`config.mk`:
```
export PLATFORM = sky130hd
export DESIGN_NAME = multicycle_control_fsm
export DESIGN_NICKNAME = d
export VERILOG_FILES = /design/src/rtl/multicycle_control_fsm.sv
export SDC_FILE = /design/constraint.sdc
export NUM_CORES = 1
export LEC_CHECK = 0
export BUFFER_PORTS_ARGS = -buffer_cell sky130_fd_sc_hd__buf_2
export CORE_UTILIZATION = 51
export CTS_BUF_LIST = sky130_fd_sc_hd__clkbuf_4
export DETAILED_ROUTE_END_ITERATION = 10
export GPL_TIMING_DRIVEN = 0
export HOLD_SLACK_MARGIN = 0.1
export PLACE_DENSITY = 0.79
export SYNTH_ARGS = -nofsm -noshare
export SYNTH_HDL_FRONTEND = slang
export SYNTH_SLANG_ARGS = --single-unit
```
`constraint.sdc`:
```
create_clock -name clk -period 2.1 [get_ports clk]
set_input_delay 0.21 -clock clk [delete_from_list [all_inputs] [get_ports clk]]
set_output_delay 0.21 -clock clk [all_outputs]
set_load 0.1 [all_outputs]
```
`src/rtl/multicycle_control_fsm.sv`:
```
// Multi-cycle MIPS main controller: sequences FETCH/DECODE/EXEC/MEM/WB and
// drives Moore-style datapath strobes from the state plus the instruction
// fields latched in DECODE. Tracks a sticky halt flag and a retire counter.
module multicycle_control_fsm #(
    parameter int MEM_WAIT     = 0,
    parameter bit ILLEGAL_HALT = 1'b1,
    parameter int CNT_W        = 32
) (
    input  logic             clk,
    input  logic             rst,
    input  logic [5:0]       opc,
    input  logic [5:0]       func,
    output logic             RegDest,
    output logic             RegisterWrite,
    output logic             ALUSource,
    output logic             ALUSource2,
    output logic             RegSel,
    output logic             WriteMem,
    output logic             ReadMem,
    output logic             MemToReg,
    output logic             Branch,
    output logic [3:0]       operation,
    output logic             pc_write,
    output logic             ir_write,
    output logic             halted,
    output logic [2:0]       state,
    output logic [CNT_W-1:0] retired
);

    localparam logic [2:0] S_FETCH  = 3'd0;
    localparam logic [2:0] S_DECODE = 3'd1;
    localparam logic [2:0] S_EXEC   = 3'd2;
    localparam logic [2:0] S_MEM    = 3'd3;
    localparam logic [2:0] S_WB     = 3'd4;
    localparam logic [2:0] S_HALT   = 3'd7;

    localparam logic [3:0] OP_AND = 4'b0000;
    localparam logic [3:0] OP_OR  = 4'b0001;
    localparam logic [3:0] OP_ADD = 4'b0010;
    localparam logic [3:0] OP_SLL = 4'b0011;
    localparam logic [3:0] OP_SRL = 4'b0100;
    localparam logic [3:0] OP_SUB = 4'b0110;
    localparam logic [3:0] OP_SLT = 4'b0111;

    typedef struct packed {
        logic       legal;
        logic       r_type;
        logic       shift;
        logic       lw;
        logic       sw;
        logic       beq;
        logic [3:0] op;
    } dec_t;

    // Instruction class decode; anything unrecognised comes back all-zero.
    function automatic dec_t decode(input logic [5:0] o, input logic [5:0] f);
        dec_t d;
        d = '0;
        case (o)
            6'h00: begin
                d.legal  = 1'b1;
                d.r_type = 1'b1;
                case (f)
                    6'h20:   d.op = OP_ADD;
                    6'h22:   d.op = OP_SUB;
                    6'h24:   d.op = OP_AND;
                    6'h25:   d.op = OP_OR;
                    6'h2A:   d.op = OP_SLT;
                    6'h00:   begin d.op = OP_SLL; d.shift = 1'b1; end
                    6'h02:   begin d.op = OP_SRL; d.shift = 1'b1; end
                    default: d.legal = 1'b0;
                endcase
            end
            6'h23:   begin d.legal = 1'b1; d.lw  = 1'b1; d.op = OP_ADD; end
            6'h2B:   begin d.legal = 1'b1; d.sw  = 1'b1; d.op = OP_ADD; end
            6'h04:   begin d.legal = 1'b1; d.beq = 1'b1; d.op = OP_SUB; end
            6'h08:   begin d.legal = 1'b1; d.op = OP_ADD; end
            default: d.legal = 1'b0;
        endcase
        if (!d.legal) d = '0;
        return d;
    endfunction

    function automatic logic is_legal(input logic [5:0] o, input logic [5:0] f);
        dec_t d;
        d = decode(o, f);
        return d.legal;
    endfunction

    logic [5:0] opc_q, func_q;
    logic [3:0] wait_cnt;
    dec_t       dec_q;
    logic       in_legal;

    assign dec_q    = decode(opc_q, func_q);
    assign in_legal = is_legal(opc, func);

    // State sequencing, instruction latch, MEM wait counter, halt and retire count.
    always_ff @(posedge clk or negedge rst) begin
        if (!rst) begin
            state    <= S_FETCH;
            opc_q    <= '0;
            func_q   <= '0;
            wait_cnt <= '0;
            halted   <= 1'b0;
            retired  <= '0;
        end else begin
            case (state)
                S_FETCH:  state <= S_DECODE;
                S_DECODE: begin
                    opc_q  <= opc;
                    func_q <= func;
                    if (in_legal) begin
                        state <= S_EXEC;
                    end else if (ILLEGAL_HALT) begin
                        state  <= S_HALT;
                        halted <= 1'b1;
                    end else begin
                        state <= S_WB;
                    end
                end
                S_EXEC: begin
                    if (dec_q.beq) begin
                        state <= S_FETCH;
                    end else if (dec_q.lw || dec_q.sw) begin
                        state    <= S_MEM;
                        wait_cnt <= 4'(MEM_WAIT);
                    end else begin
                        state <= S_WB;
                    end
                end
                S_MEM: begin
                    if (wait_cnt != 4'd0) wait_cnt <= wait_cnt - 4'd1;
                    else                  state    <= dec_q.lw ? S_WB : S_FETCH;
                end
                S_WB:    state <= S_FETCH;
                S_HALT:  state <= S_HALT;
                default: state <= S_FETCH;
            endcase
            if (pc_write) retired <= retired + CNT_W'(1);
        end
    end

    // Moore strobes; ALU mux selects stay put from EXEC to the end of the
    // instruction so the address/result path is stable through MEM and WB.
    always_comb begin
        RegDest       = 1'b0;
        RegisterWrite = 1'b0;
        ALUSource     = 1'b0;
        ALUSource2    = 1'b0;
        RegSel        = 1'b0;
        WriteMem      = 1'b0;
        ReadMem       = 1'b0;
        MemToReg      = 1'b0;
        Branch        = 1'b0;
        operation     = 4'b0000;
        pc_write      = 1'b0;
        ir_write      = 1'b0;
        if (rst) begin
            if (state == S_EXEC || state == S_MEM || state == S_WB) begin
                RegDest    = dec_q.r_type;
                ALUSource  = dec_q.r_type | dec_q.beq;
                ALUSource2 = dec_q.shift;
                RegSel     = dec_q.shift;
                operation  = dec_q.op;
            end
            case (state)
                S_FETCH: ir_write = 1'b1;
                S_EXEC: begin
                    Branch   = dec_q.beq;
                    pc_write = dec_q.beq;
                end
                S_MEM: begin
                    ReadMem  = dec_q.lw;
                    WriteMem = dec_q.sw;
                    pc_write = dec_q.sw && (wait_cnt == 4'd0);
                end
                S_WB: begin
                    // an illegal instruction in NOP mode decodes to all-zero, so no write
                    RegisterWrite = dec_q.legal;
                    ReadMem       = dec_q.lw;
                    MemToReg      = dec_q.lw;
                    pc_write      = 1'b1;
                end
                default: ;
            endcase
        end
    end

endmodule

```
* Yosys cells after proc, flatten, opt, wreduce, memory -nomap -nowiden
Cells that the tools add are included.
** Word-level totals
- Register bits :: 52
- Bits of input ports :: 14
** Cells by class
- Add/sub/neg operators :: 2
- Equality and inequality tests :: 29
- Mux-type cells :: 52
- Bitwise operators :: 2
- Reduce and logical (&&, ||, !) cells :: 23
** Operators by type and width (count)
- equality test 6 bit (second input constant) :: 14
- one-hot mux 3 bit (6 select lines) :: 2
- adder 32 x 1 -> 32 bit (second input constant) :: 1
- 2-to-1 mux 1 bit :: 29
- logical NOT 6 bit :: 4
- one-hot mux 4 bit (3 select lines) :: 2
- 2-to-1 mux 10 bit :: 2
- 2-to-1 mux 4 bit :: 5
- 2-to-1 mux 3 bit :: 5
- one-hot mux 3 bit (5 select lines) :: 1
- OR reduction 7 bit :: 2
- equality test 6 x 2 -> 1 bit (second input constant) :: 2
- equality test 6 x 3 -> 1 bit (second input constant) :: 2
- equality test 6 x 4 -> 1 bit (second input constant) :: 2
- inequality test 2 bit (second input constant) :: 4
- one-hot mux 4 bit (2 select lines) :: 1
- OR reduction 4 bit :: 2
- equality test 3 x 2 -> 1 bit (second input constant) :: 2
- equality test 3 bit (second input constant) :: 2
- OR reduction 2 bit :: 3
- OR reduction 3 bit :: 2
- logical NOT 4 bit :: 1
- 2-to-1 mux 2 bit :: 2
- one-hot mux 1 bit (2 select lines) :: 2
- other kinds (12) :: 14

* Longest topological paths before layout
- Depth after elaboration :: 9
- Gate-level depth with buffers :: 8

* Worst setup path after synthesis
Ideal clock, no wire load.
- Kind :: flip-flop to output port
- Start :: register state[1]
- End :: output port RegSel
- Arrival :: 5.637 ns
- Slack :: -3.747 ns
- Cell stages (with the launch flop) :: 8
- Cells stage by stage :: dfrtp_1 clkbuf_1 nand2b_1 nor2_1 o21a_1 o211ai_1 nor4b_1 buf_4
** Between the ends
- Word-level cells in the longest chain between the ends :: 5
- Elaborated cells on any way between the ends :: 7
- Those cells by class :: eq/ne: 3; mux: 2; reduce/logical: 2
** Ends and longest elaborated chain
- start, declared :: RTL line 26 : output logic [2:0] state,
- start signal, assigned :: RTL line 134 : else state <= dec_q.lw ? S_WB : S_FETCH;
- equality test 3 x 2 -> 1 bit :: RTL line 160 : if (state == S_EXEC || state == S_MEM || state == S_WB) begin
- logical OR 1 bit :: RTL line 160
- logical OR 1 bit * :: RTL line 160
- 2-to-1 mux 1 bit * (2 in series)
- end, declared :: RTL line 17 : output logic RegSel,
Mark *: on every way between the ends. The rest lies on a longest branch, timed or not.

* Final worst setup path
- Start :: register opc_q[1]
- End :: output port RegSel
** Between the ends
- Word-level cells in the longest chain between the ends :: 6
- Elaborated cells on any way between the ends :: 11
- Those cells by class :: eq/ne: 4; mux: 5; reduce/logical: 2
** Ends and longest elaborated chain
- start, declared :: RTL line 90 : logic [5:0] opc_q, func_q;
- start signal, assigned :: RTL line 111 : opc_q <= opc;
- equality test 6 x 3 -> 1 bit (tied with other cells) :: RTL line 59 : case (o)
- OR reduction 4 bit (no line)
- one-hot mux 1 bit (2 select lines) :: RTL line 59
- 2-to-1 mux 10 bit * :: RTL line 80 : if (!d.legal) d = '0;
- 2-to-1 mux 1 bit * :: RTL line 160
- 2-to-1 mux 1 bit * :: RTL line 159 : if (rst) begin
Marks and branches as above.

==> impl_results.md <==
- Final antenna diode count: 0
- Via Count: 2,813
- Net count after synthesis: 302
- Number of DRC markers in iteration 0: 174
- Max transition margin: ~59%
- Via count of the first global-routing pass: 2,662
- Overall track demand over capacity in global routing: around 28%
- Total congestion overflow: 0
- Maximum vdd ir drop: 0.697 mV
- Tmin final: 2750 ps
- Crit Path Class: register to primary output
- Total number of placement rows: 26
- Mapped Avg Cell Area: 10.1 um^2
- Sequential cell area fraction in the yosys report: 45.4%
- Fraction of layout instances using a drive strength above 1: 55.2%
- Number of max-capacitance violations reported: 0
- Vertical extent of the die: 77.0 um
- Via/cell ratio: roughly 6
- Reg clk slew, reported paths: 160 ps
- Cell Area, Synth: 0.00287 mm^2
- Count of buffers inserted at the top-level ports: 63
- Routed Wire Length: approximately 8400 um
- Clock insertion delay at the later pin of the skew report: between 300 and 400 ps
- Cell variety after synth: 50
- Post-detailed-placement cell area: 0.00345 mm^2
- Total Power Consumption: 4.15 mW
- Buffer levels on the longest clock path: 2
- NumNets Final: 413
- Highest net fanout along the worst path: 4
- Outcome: finished with violations
- Number of antenna violations at the first check in global routing: 0
- Final worst setup slack: -653 ps
- Global-route wire length before repair: 13,000 um
- Number of buffers created by CTS: 5
- IO Pins: 65
- Pin count of the biggest net entering global routing: 53
- Count of warnings emitted by yosys: 0
- Initial standard-cell utilization of the core: a little over half
- DRC violations left: 0
- Dominant synthesized flop cell: sky130_fd_sc_hd__dfrtp_1
- Sinks on Clock Net: 52
- Core region area: 0.00527 mm^2
- Final count of pins violating max slew: 0
- Clock tree from TritonCTS: built
- CP startpoint kind: register
- Worst endpoint data arrival time: 2540 ps
- Fill cell instance count of the final layout: 290
- Areal power density over the cells: roughly 960 mW/mm^2
- Clock root buffer: sky130_fd_sc_hd__clkbuf_4
- Post-route fraction of the period consumed by the critical path: 131%
- Highest achievable clock rate: 363 MHz
- Final Wtd Congestion: 0.832
- Router iterations before antenna repair: 5
- Detail-routed net length per standard cell: roughly 18 um
- Share of flip-flops with an asynchronous set or reset: between 90% and 100%
- Die Footprint: ~0.0059 mm^2
- Slew of the pin with the lowest slew margin: 609 ps
- Synthesized flop and latch total: 52
- Synthesized netlist cell count: 285
- Endpoint class of the critical path: primary output
- Worst-case clock skew: 17.4 ps
- Number of flops mapped to enable cells by yosys: 0
- Violated checks: setup timing
- HPWL Detailed: between 4000 and 5000 um
- Class of the tightest hold or removal check: primary input to register
- Unrepaired setup endpoints after global routing: true
- Area occupied by multi-input gates: 0.00185 mm^2
- Sequential Area: 0.00135 mm^2
- Leakage dissipation: approximately 2.0 nW
- Design area: 0.00432 mm^2
- Number of failing setup endpoints in the final timing report: 46
- Number of antenna-violating nets in the routed design: 0
- Relative area change from synthesis to final layout: 50.9%
- Data required time of the critical path: 1890 ps
- Width of the chip: 77.0 um
- Max H-tree Level: 2
- Final-report hold violation count: 0
==> sequential cells by signal (all words and copies together) (netlist names) <==
| signal | count |
|---|---|
| opc_q | 6 |
| state | 3 |
| wait_cnt | 4 |
| func_q | 6 |
| halted | 1 |
| retired | 32 |
==> placed cells by master, fill, tap and decap left out, types with 7 or more instances in the layout <==
cell                            netlist  routed
sky130_fd_sc_hd__a21oi_1             11       7
sky130_fd_sc_hd__buf_12               0       7
sky130_fd_sc_hd__buf_2                2      48
sky130_fd_sc_hd__buf_4                2      26
sky130_fd_sc_hd__buf_6                2      16
sky130_fd_sc_hd__clkbuf_4             0       7
sky130_fd_sc_hd__dfrtp_1             52      28
sky130_fd_sc_hd__dfrtp_2              0      17
sky130_fd_sc_hd__dfrtp_4              0       7
sky130_fd_sc_hd__dlygate4sd3_1        0      11
sky130_fd_sc_hd__mux2_2              12      12
sky130_fd_sc_hd__nand2_1             23      18
sky130_fd_sc_hd__nand3_1             15       8
sky130_fd_sc_hd__nor2_1              20      12
sky130_fd_sc_hd__nor3_1              21       8
sky130_fd_sc_hd__nor3_4               0       8
sky130_fd_sc_hd__o21ai_0             11       9
sky130_fd_sc_hd__xnor2_1             17      12
sky130_fd_sc_hd__xor2_1              15      14
==> area by class of cell <==
type	instances	share of cell area, %
clock buffers	6	1.04
multi-input cells	214	42.8
plain buffers	8	1.85
flip-flops and latches	52	31.2
clock inverters	2	0.318
inverters	9	0.897
repair buffers	106	19.9
well taps	70	2.03
==> logic make-up after synthesis <==
kind of cell             Yosys count  synth area share, %
AO/OA/AOI/OAI                     43                 10.8
XOR/XNOR                          32                 9.78
adder cells (fa/ha/maj)            3                 1.31
buffers and inverters             19                 3.36
flip-flops                        52                 45.4
multiplexers                      12                 4.72
other                              1                0.131
AND/OR/NAND/NOR                  123                 24.5
==> stage by stage <==
stage | cells | util [%] | setup WS (ps) | TNS [ps] | hold slack [ps]
2_1_floorplan | 285 | - | -998 | -8680 | -85.6
3_3_place_gp | 418 | 65.5 | -857 | -27730 | 453
3_5_place_dp | 418 | 65.5 | -952 | -29820 | 453
4_1_cts | 457 | 78.5 | -622 | -15070 | 104
5_1_grt | 467 | 82.1 | -764 | -23400 | 108
6_report | 467 | 82.1 | -653 | -18560 | 101
==> worst max-delay path, cell delays in order, from the launching register on <==
cell and delay, ps:
sky130_fd_sc_hd__dfrtp_1 440, sky130_fd_sc_hd__or4_4 590, sky130_fd_sc_hd__nor3_2 190, sky130_fd_sc_hd__o211ai_1 230, sky130_fd_sc_hd__nor4b_4 400, sky130_fd_sc_hd__buf_6 160, sky130_fd_sc_hd__buf_12 160
==> final timing paths <==
kind	slack, ps	cells past startpoint	startpoint	to
min in group asynchronous	510	3	rst	halted
hold / removal	100	2	opc[5]	opc_q[5]
setup reg to reg	-480	10	opc_q[1]	retired[1]
max in group asynchronous	1320	3	rst	retired[13]
hold reg to reg	470	1	retired[31]	retired[31]
setup / recovery	-650	6	opc_q[1]	RegSel
==> per-layer routing <==
metal	up-vias	routed length (um)	global-route usage [%]
met2	140	4240	46.8
met5	-	0	0
met3	40	422	4.64
met4	0	299	10.6
met1	1386	3480	35.3
li1	1247	-	-
==> synth_stat cells, types with 7 or more instances <==
| library cell | count | area share [%] |
|---|---|---|
| sky130_fd_sc_hd__a21oi_1 | 11 | 1.9 |
| sky130_fd_sc_hd__dfrtp_1 | 52 | 45 |
| sky130_fd_sc_hd__inv_1 | 8 | 1.0 |
| sky130_fd_sc_hd__mux2_2 | 12 | 4.7 |
| sky130_fd_sc_hd__nand2_1 | 23 | 3.0 |
| sky130_fd_sc_hd__nand3_1 | 15 | 2.6 |
| sky130_fd_sc_hd__nor2_1 | 20 | 2.6 |
| sky130_fd_sc_hd__nor3_1 | 21 | 3.7 |
| sky130_fd_sc_hd__nor4_1 | 7 | 1.5 |
| sky130_fd_sc_hd__o21ai_0 | 11 | 1.9 |
| sky130_fd_sc_hd__xnor2_1 | 17 | 5.2 |
| sky130_fd_sc_hd__xor2_1 | 15 | 4.6 |
==> power by group <==
part	total, mW	switching (mW)	internal (mW)
registers	1.52	0.308	1.22
logic	2.15	1.36	0.794
clock network	0.477	0.329	0.148
total	4.15	2.00	2.16
==> repair_timing <==
item	4_1_cts	5_1_grt
setup buffers	20	11
endpoints found under the hold margin	62	0
cloned	0	0
setup endpoints to repair	55	54
pin swaps	37	16
hold buffers	12	0
resized for setup	90	27
(Power assumes the default switching activity.)
